--- src/rtl/cmp_feed_if.sv ---
// Start/status, memory-port and accelerator-port signals of cmp_feed.
// The master modport is the cmp_feed side; slave is the environment side.
interface cmp_feed_if #(
   parameter int WORDS = 96
);
   logic                  start;
   logic [15:0]           src_addr;
   logic [15:0]           dst_addr;
   logic [15:0]           mem_addr;
   logic                  mem_rden;
   logic [15:0]           mem_rdata;
   logic                  mem_wren;
   logic [15:0]           mem_wdata;
   logic                  acc_wren;
   logic [WORDS*16-1:0]   acc_bitmap;
   logic                  acc_done;
   logic [15:0]           acc_lshift;
   logic [15:0]           acc_dshift;
   logic [15:0]           acc_hscale;
   logic [15:0]           acc_vscale;
   logic                  busy;
   logic                  finished;
   logic                  error;

   modport master (
      input  start, src_addr, dst_addr, mem_rdata,
      input  acc_done, acc_lshift, acc_dshift, acc_hscale, acc_vscale,
      output mem_addr, mem_rden, mem_wren, mem_wdata,
      output acc_wren, acc_bitmap, busy, finished, error
   );

   modport slave (
      output start, src_addr, dst_addr, mem_rdata,
      output acc_done, acc_lshift, acc_dshift, acc_hscale, acc_vscale,
      input  mem_addr, mem_rden, mem_wren, mem_wdata,
      input  acc_wren, acc_bitmap, busy, finished, error
   );
endinterface

--- src/rtl/cmp_feed.sv ---
// Reads a WORDS x 16-bit bitmap, pulses it into the compare accelerator and writes its four results back.
// Launch WORDS+2 cycles after start; writes 1..4 cycles after acc_done, finished at +5; no backpressure, memory is fixed-latency.
module cmp_feed #(
   parameter int WORDS   = 96,
   parameter int TIMEOUT = 4096
) (
   input  logic        clk,
   input  logic        rst_n,
   cmp_feed_if.master  bus
);
   localparam int CW = $clog2(WORDS + 1);
   localparam int TW = $clog2(TIMEOUT + 1);

   typedef enum logic [2:0] {
      S_IDLE, S_FETCH, S_LAUNCH, S_WAIT, S_WRITE, S_DONE, S_ERR
   } state_t;

   state_t              state;
   logic [CW-1:0]       cnt;
   logic [TW-1:0]       wcnt;
   logic [15:0]         src;
   logic [15:0]         dst;
   logic [47:0]         res;
   logic [WORDS*16-1:0] bitmap;
   logic [15:0]         mem_addr;
   logic [15:0]         mem_wdata;
   logic                mem_rden;
   logic                mem_wren;
   logic                acc_wren;
   logic                busy;
   logic                finished;
   logic                error;

   always_ff @(posedge clk or negedge rst_n) begin
      if (!rst_n) begin
         state     <= S_IDLE;
         cnt       <= '0;
         wcnt      <= '0;
         src       <= '0;
         dst       <= '0;
         res       <= '0;
         bitmap    <= '0;
         mem_addr  <= '0;
         mem_wdata <= '0;
         mem_rden  <= 1'b0;
         mem_wren  <= 1'b0;
         acc_wren  <= 1'b0;
         busy      <= 1'b0;
         finished  <= 1'b0;
         error     <= 1'b0;
      end else begin
         // Strobes and bus values are one-cycle unless re-armed below
         mem_rden  <= 1'b0;
         mem_wren  <= 1'b0;
         mem_addr  <= '0;
         mem_wdata <= '0;
         acc_wren  <= 1'b0;
         finished  <= 1'b0;
         case (state)
            S_IDLE, S_ERR: begin
               if (bus.start) begin
                  src      <= bus.src_addr;
                  dst      <= bus.dst_addr;
                  error    <= 1'b0;
                  bitmap   <= '0;
                  busy     <= 1'b1;
                  cnt      <= '0;
                  mem_rden <= 1'b1;
                  mem_addr <= bus.src_addr;
                  state    <= S_FETCH;
               end
            end
            S_FETCH: begin
               // Read data trails the address by one cycle, so word cnt-1 arrives now
               if (cnt != '0)
                  bitmap[16*(int'(cnt)-1) +: 16] <= bus.mem_rdata;
               if (cnt == CW'(WORDS)) begin
                  acc_wren <= 1'b1;
                  state    <= S_LAUNCH;
               end else begin
                  cnt <= cnt + CW'(1);
                  if (cnt < CW'(WORDS - 1)) begin
                     mem_rden <= 1'b1;
                     mem_addr <= src + 16'(cnt) + 16'd1;
                  end
               end
            end
            S_LAUNCH: begin
               wcnt  <= '0;
               state <= S_WAIT;
            end
            S_WAIT: begin
               if (bus.acc_done) begin
                  res       <= {bus.acc_vscale, bus.acc_hscale, bus.acc_dshift};
                  cnt       <= '0;
                  mem_wren  <= 1'b1;
                  mem_addr  <= dst;
                  mem_wdata <= bus.acc_lshift;
                  state     <= S_WRITE;
               end else if (wcnt == TW'(TIMEOUT - 1)) begin
                  error <= 1'b1;
                  busy  <= 1'b0;
                  state <= S_ERR;
               end else begin
                  wcnt <= wcnt + TW'(1);
               end
            end
            S_WRITE: begin
               if (cnt == CW'(3)) begin
                  finished <= 1'b1;
                  state    <= S_DONE;
               end else begin
                  cnt       <= cnt + CW'(1);
                  mem_wren  <= 1'b1;
                  mem_addr  <= dst + 16'(cnt) + 16'd1;
                  mem_wdata <= res[15:0];
                  res       <= {16'd0, res[47:16]};
               end
            end
            S_DONE: begin
               busy  <= 1'b0;
               state <= S_IDLE;
            end
            default: state <= S_IDLE;
         endcase
      end
   end

   assign bus.mem_addr   = mem_addr;
   assign bus.mem_rden   = mem_rden;
   assign bus.mem_wren   = mem_wren;
   assign bus.mem_wdata  = mem_wdata;
   assign bus.acc_wren   = acc_wren;
   assign bus.acc_bitmap = bitmap;
   assign bus.busy       = busy;
   assign bus.finished   = finished;
   assign bus.error      = error;
endmodule
--- src/flat_wrapper.sv ---
// flat-port wrapper written by rule: the top's interface ports become plain ports
module cmp_feed_flat 
#(
   parameter int WORDS   = 96,
   parameter int TIMEOUT = 4096
)
  (clk, rst_n, bus_start, bus_src_addr, bus_dst_addr, bus_mem_rdata, bus_acc_done, bus_acc_lshift, bus_acc_dshift, bus_acc_hscale, bus_acc_vscale, bus_mem_addr, bus_mem_rden, bus_mem_wren, bus_mem_wdata, bus_acc_wren, bus_acc_bitmap, bus_busy, bus_finished, bus_error);
  cmp_feed_if #(.WORDS(WORDS)) bus_i ();
  input  logic clk;
  input  logic rst_n;
  input wire logic [$bits(bus_i.start)-1:0] bus_start;
  input wire logic [$bits(bus_i.src_addr)-1:0] bus_src_addr;
  input wire logic [$bits(bus_i.dst_addr)-1:0] bus_dst_addr;
  input wire logic [$bits(bus_i.mem_rdata)-1:0] bus_mem_rdata;
  input wire logic [$bits(bus_i.acc_done)-1:0] bus_acc_done;
  input wire logic [$bits(bus_i.acc_lshift)-1:0] bus_acc_lshift;
  input wire logic [$bits(bus_i.acc_dshift)-1:0] bus_acc_dshift;
  input wire logic [$bits(bus_i.acc_hscale)-1:0] bus_acc_hscale;
  input wire logic [$bits(bus_i.acc_vscale)-1:0] bus_acc_vscale;
  output wire logic [$bits(bus_i.mem_addr)-1:0] bus_mem_addr;
  output wire logic [$bits(bus_i.mem_rden)-1:0] bus_mem_rden;
  output wire logic [$bits(bus_i.mem_wren)-1:0] bus_mem_wren;
  output wire logic [$bits(bus_i.mem_wdata)-1:0] bus_mem_wdata;
  output wire logic [$bits(bus_i.acc_wren)-1:0] bus_acc_wren;
  output wire logic [$bits(bus_i.acc_bitmap)-1:0] bus_acc_bitmap;
  output wire logic [$bits(bus_i.busy)-1:0] bus_busy;
  output wire logic [$bits(bus_i.finished)-1:0] bus_finished;
  output wire logic [$bits(bus_i.error)-1:0] bus_error;
  assign bus_i.start = bus_start;
  assign bus_i.src_addr = bus_src_addr;
  assign bus_i.dst_addr = bus_dst_addr;
  assign bus_i.mem_rdata = bus_mem_rdata;
  assign bus_i.acc_done = bus_acc_done;
  assign bus_i.acc_lshift = bus_acc_lshift;
  assign bus_i.acc_dshift = bus_acc_dshift;
  assign bus_i.acc_hscale = bus_acc_hscale;
  assign bus_i.acc_vscale = bus_acc_vscale;
  assign bus_mem_addr = bus_i.mem_addr;
  assign bus_mem_rden = bus_i.mem_rden;
  assign bus_mem_wren = bus_i.mem_wren;
  assign bus_mem_wdata = bus_i.mem_wdata;
  assign bus_acc_wren = bus_i.acc_wren;
  assign bus_acc_bitmap = bus_i.acc_bitmap;
  assign bus_busy = bus_i.busy;
  assign bus_finished = bus_i.finished;
  assign bus_error = bus_i.error;
  cmp_feed #(.WORDS(WORDS), .TIMEOUT(TIMEOUT)) u_core (.clk(clk), .rst_n(rst_n), .bus(bus_i));
endmodule
--- config.mk ---
export PLATFORM = sky130hd
export DESIGN_NAME = cmp_feed_flat
export DESIGN_NICKNAME = d
export VERILOG_FILES = /design/src/rtl/cmp_feed_if.sv /design/src/rtl/cmp_feed.sv /design/src/flat_wrapper.sv
export SDC_FILE = /design/constraint.sdc
export NUM_CORES = 2
export LEC_CHECK = 0
export BUFFER_PORTS_ARGS = -buffer_cell sky130_fd_sc_hd__buf_2
export CORE_AREA = 2 2 650 652
export CTS_CLUSTER_SIZE = 12
export DETAILED_ROUTE_END_ITERATION = 8
export DIE_AREA = 0 0 652 654
export RECOVER_POWER = 100
export SETUP_SLACK_MARGIN = 0.02
export SLEW_MARGIN = 20
export SYNTH_ARGS = -nofsm -noshare
export SYNTH_HDL_FRONTEND = slang
export SYNTH_SLANG_ARGS = --single-unit
--- constraint.sdc ---
create_clock -name clk -period 11.14 [get_ports clk]
set_input_delay 1.114 -clock clk [delete_from_list [all_inputs] [get_ports clk]]
set_output_delay 1.114 -clock clk [all_outputs]
set_load 0.02 [all_outputs]
# Word level (Yosys, flattened, before mapping)
# Index checks and enable logic that the tools add are counted.
[word_totals]
input_bits = 116
n_memories = 0
latch_bits = 0
ramBits = 0
output_inout_bits = 1574
ff_bits = 1677
mem_bits_ro = 0
[classes]
multipliers = 0
muxes = 49
order_cmp = 1
add_sub_neg = 8
shifts = 2
div_mod_pow = 0
reduce_logical = 17
eq_ne = 20
n_bitwise = 0
[op_table]
columns = ["cell", "count"]
rows = [
  ["1536-bit 2-to-1 mux", 2],
  ["1536-bit case mux with 2 select lines", 1],
  ["1536-bit bitwise mux", 1],
  ["16-bit by 33-bit variable shift with 1536-bit output (first input constant)", 1],
  ["16-bit by 33-bit indexed part select with 1536-bit output", 1],
  ["16-bit 2-to-1 mux", 7],
  ["48-bit 2-to-1 mux", 2],
  ["48-bit case mux with 2 select lines", 1],
  ["16-bit case mux with 4 select lines", 1],
  ["32-bit negator with 33-bit output", 1],
  ["16-bit by 1-bit adder with 16-bit output (second input constant)", 2],
  ["16-bit by 7-bit adder with 16-bit output", 2],
  ["16-bit case mux with 2 select lines", 1],
  ["7-bit 2-to-1 mux", 4],
  ["7-bit case mux with 4 select lines", 1],
  ["13-bit 2-to-1 mux", 2],
  ["13-bit case mux with 2 select lines", 1],
  ["1-bit 2-to-1 mux", 15],
  ["3-bit 2-to-1 mux", 5],
  ["3-bit case mux with 5 select lines", 1],
  ["13-bit by 1-bit adder with 13-bit output (second input constant)", 1],
  ["13-bit by 12-bit == test with 1-bit output (second input constant)", 1],
  ["2-bit != test (second input constant)", 6],
  ["4-bit AND reduction", 3],
  ["other kinds (21)", 34],
]

# Longest topological paths before layout
[depth]
depth_word = 6
ltp_mapped = 20
ltp_nobuf = 15

# Worst setup path after synthesis
# OpenSTA, ideal clock, no wires.
[synth_path]
path_type = "register -> register"
start = "register u_core.cnt[0]"
end = "register u_core.bitmap[22], in the netlist u_core.bus.acc_bitmap[22]"
slack_ns = 5.608
synth_period_minus_slack_ns = 5.532
arrival_time_ns = 5.411
setup_time_ns = 0.122
n_path_buf = 3
path_stages_with_launch = 19
cell_sequence = "dfrtp_1 -> clkbuf_1 -> inv_1 -> ha_1 -> or4b_1 -> nor4b_1 -> a211o_1 -> nand2_1 -> inv_1 -> ha_1 -> or4b_1 -> or4_1 -> a2111oi_4 -> o211ai_1 -> clkbuf_1 -> nor4_1 -> nand2_1 -> clkbuf_1 -> a32o_1"
[synth_between]
elab_chain_len = 6
[synth_lines]
columns = ["element", "line_no", "rtl"]
rows = [
  ["start: declaration", "cmp_feed.sv:19", "logic [CW-1:0] cnt;"],
  ["start signal: assignment", "cmp_feed.sv:81", "cnt <= cnt + CW'(1);"],
  ["start signal: assignment", "cmp_feed.sv:113", "cnt <= cnt + CW'(1);"],
  ["7-bit by 1-bit subtractor with 8-bit output", "cmp_feed.sv:76", "bitmap[16*(int'(cnt)-1) +: 16] <= bus.mem_rdata;"],
  ["32-bit negator with 33-bit output", "cmp_feed.sv:76", ""],
  ["16-bit by 33-bit indexed part select with 1536-bit output or 16-bit by 33-bit variable shift with 1536-bit output (tied branches)", "cmp_feed.sv:76", ""],
  ["1536-bit bitwise mux", "cmp_feed.sv:76", ""],
  ["1536-bit 2-to-1 mux", "cmp_feed.sv:75", "if (cnt != '0)"],
  ["1536-bit case mux with 2 select lines", "cmp_feed.sv:59", "case (state)"],
  ["end signal: indexed assignment", "cmp_feed.sv:76", ""],
  ["end: declaration", "cmp_feed.sv:24", "logic [WORDS*16-1:0] bitmap;"],
]
# Several ways; a longest one is shown, not always the timed one. The select of a mux whose other input is x is not followed.
# A chain may end at the register's enable or synchronous reset.

# Worst setup path after layout
[layout_path]
start = "register u_core.cnt[0]"
end = "register u_core.bitmap[912], in the netlist u_core.bus.acc_bitmap[912]"
# Same word-level chain as after synthesis.

==> results by group <==
Clock network
  – Clock Latency Late Sink: 0.92 ns
  – Root Driver: clkbuf_16
  – # clock sinks: 1677
  – Max clock buf depth: 4
  – CTS tree: built
  – Post-CTS Hold Buffers: 0
  – Postcts setup bufs: 0
  – Reg clk slew, reported paths: 0.06 ns
  – H-Tree Depth: 4
  – TritonCTS Buffers: 204
  – CTS resizes: 0

Yosys
  – Largest cells by area after synthesis: dfrtp_1, a22o_1, o2bb2ai_1
  – Post-synth EDFFs: 0
  – Syn Nets: 5284
  – Synthesized area: 64800 um^2
  – Seq cells post-synth: 1677
  – Synth cell types: 72
  – Sequential element share of the synthesized area: 0.647
  – Post-synth ARST share: 1.00
  – Yosys warnings: 0
  – Cell taking the most area after synthesis: dfrtp_1
  – Syn Area/Cell: 12.6 um^2
  – Syn Inst Count: 5141
  – Synth Flop Type: dfrtp_1
  – Area share of the largest cell type after synthesis: 0.647

Drt
  – Final ANT Viol Nets: 0
  – DRC Markers: 0
  – Vias per cell: 4.50
  – DR pass1 iterations: 6
  – Drt total wl: 482000 um
  – Vias: 56625
  – Drt initial violations: 5886
  – Routed len/inst: 38.3 um

Final layout
  – Reg area: 42000 um^2
  – Area growth syn-to-layout: 32.7%
  – Multi-input gate area: 22000 um^2
  – Nets@finish: 7004
  – Fillcell total: 46028
  – Final non-filler cell total: 12572
  – Layout cell share with drive strength beyond 1: 0.114

Die
  – Chip Height: 654 um
  – Core Area: 419000 um^2
  – Row cnt: 238
  – DIE AREA: 426000 um^2
  – Die W: 652 um
  – Starting density of the core: 0.155
  – IO Count: 1690

GRT
  – Vias in the first global route: 54251
  – Largest net degree at the start of global routing: 168
  – First-pass GRT wire length: 605000 um
  – Grt total ovfl: 0
  – Initial antenna violation count: 74
  – GRT Total Usage: 0.217

Critical path
  – Slowest stage delay, CP: 1.45 ns
  – Required @ worst endpoint: 11.93 ns
  – CP Capture Type: flip-flop
  – Critical path buffer and inverter count: 3
  – Data arrival, critical path: 9.97 ns
  – Crit Path Category: flip-flop to flip-flop
  – CP top delay family: simple AND/OR/NAND/NOR gates
  – CP startpoint kind: flip-flop
  – CP cell instances: inv_1 > ha_1 > or4b_1 > nor4b_1 > a211o_1 > nand2_1 > inv_1 > ha_1 > or4b_1 > or4_1 > a2111oi_4 > o211ai_1 > clkbuf_1 > nor3_1 > and2_0 > a32o_1
  – Critical Path Fanout Max: 38
  – Worst path slowest cell: nor3_1

STA
  – Worst clock skew: 0.0780 ns
  – Hold Fails Final Rpt: 0
  – Period utilisation layout: 0.824
  – Fmax: 109 MHz
  – Setup TNS: 0 ns
  – Tmin final: 9.18 ns
  – Setup ws final: 1.96 ns
  – RSZ-0062 raised after global routing: no
  – Max Slew Vio Count: 1233
  – Slew headroom: -3.97
  – Final Setup Violations: 0
  – Worst-Margin Slew: 7.45 ns

Placement
  – Placer congestion estimate: 0.898
  – Dpl hpwl: 383000 um
  – Pre-CTS WS: 3.63 ns
  – Post-placement cell count: 12174
  – I/O Buffers: 1689

Hold path
  – Tightest Hold Check Type: input port to flip-flop

Power
  – Final Total Pwr: 18.4 mW
  – Leakage: 36.0 nW
  – PwrDens: 214 nW/um^2
  – Max VDD drop: 0.214 mV

Run status
  – Status: complete, but fails checks
  – Failing checks: max-capacitance violations, max-slew violations

Flow run
  – Maxcap violations: 48
worst paths after layout:
path,startpoint,endpoint,slack (ns),cells past startpoint
min reg2reg,u_core.res[32],u_core.res[32],0.47,2
max in group asynchronous,rst_n,u_core.bus.acc_bitmap[541],2.76,3
min in group asynchronous,rst_n,u_core.res[4],3.01,1
max reg2reg,u_core.cnt[0],u_core.bus.acc_bitmap[912],1.96,16
max,u_core.cnt[0],u_core.bus.acc_bitmap[912],1.96,16
min,bus_dst_addr[10],u_core.dst[10],0.40,3
cell usage in the layout, fill, tap and decap left out, types with 11 or more instances in the layout:
master	count
a21oi_1	66
a21oi_2	37
a21oi_4	17
a22o_1	839
a31oi_1	38
a32o_1	148
and2_0	18
and2_1	16
and3_1	20
buf_2	114
buf_4	159
bufinv_16	19
clkbuf_1	1655
clkbuf_16	206
clkbuf_8	35
clkinv_2	23
clkinvlp_4	11
dfrtp_1	1677
diode_2	29
ha_1	25
inv_1	25
inv_6	15
nand2_1	480
nand2b_1	26
nand3_1	60
nor2_1	305
nor2_2	50
nor2b_1	12
nor2b_2	13
nor3_1	51
nor3_2	13
o21ai_0	66
o2bb2ai_1	544
or3_1	14
xnor2_1	14
worst min-delay path, stage by stage:
cell     delay, ns
buf_2         0.08
nand2_1       0.04
nand2_1       0.04
power breakdown:
part	total [mW]	leakage [nW]	switching (mW)	internal, mW
logic	4.89	9.34	4.19	0.702
registers	6.41	23.3	0.138	6.27
clock network	7.08	3.39	2.98	4.10
state kept, by name, summed over array words and instances, names as in the netlist, 3 cells and up:
signal,cells
u_core.bus.acc_bitmap,1536
u_core.bus.mem_addr,16
u_core.bus.mem_wdata,16
u_core.cnt,7
u_core.dst,16
u_core.res,48
u_core.src,16
u_core.state,3
u_core.wcnt,13
final cells by class:
class                      instances  area share
inverter                          25     0.00109
clock buffer                     279      0.0672
tap                             5520      0.0803
sequential                      1677       0.488
antenna                           29    0.000844
clock inverter                    89      0.0135
multi-input combinational       3051       0.256
timing repair buffer            1902      0.0935
stage by stage:
step                hold WS (ns)   util  area (um^2)
detailed placement         0.456  0.194        81400
global placement           0.453  0.194        81200
finish                     0.397  0.205        86000
global route               0.349  0.205        85900
CTS                        0.137  0.211        88300
floorplan                  0.439      -        64800
synthesized netlist by cell type (4+ instances only):
cell,n
nor3_2,10
o31ai_1,7
buf_1,14
and3_1,20
o221ai_1,4
o21ai_1,4
inv_1,25
o211ai_1,10
a21o_1,5
nand4_1,10
ha_1,25
xor2_1,6
nor2b_1,25
xnor2_1,14
nor3_1,59
and2_1,32
a32o_1,148
a21boi_0,10
o21ai_0,66
or4_1,4
a211oi_1,7
nand2b_1,26
nor2_1,364
dfrtp_1,1677
o2bb2ai_1,540
or2_2,9
o2bb2ai_2,10
a31oi_1,41
clkbuf_1,326
mux2i_1,7
buf_2,43
nand3_1,62
buf_4,4
o21a_1,5
and4_1,5
nand2_1,485
a21oi_1,119
nor4_1,7
a2111oi_2,4
a22o_1,839
or3_1,14
per-layer routing:
| metal | routed length [um] | track usage |
|---|---|---|
| met5 | 142 | 0 |
| met4 | 32200 | 0.116 |
| met3 | 40200 | 0.0591 |
| met2 | 221000 | 0.348 |
| met1 | 188000 | 0.263 |
cells by family after synthesis:
family	count (synthesis)	share of synthesized area
AO/OA/AOI/OAI	1850	0.241
buffers and inverters	413	0.0251
adder cells (fa/ha/maj)	28	0.00560
XOR/XNOR	20	0.00270
flip-flops	1677	0.647
multiplexers	7	0.00108
AND/OR/NAND/NOR	1146	0.0768
Note: power is estimated with default switching activity, not from simulation.
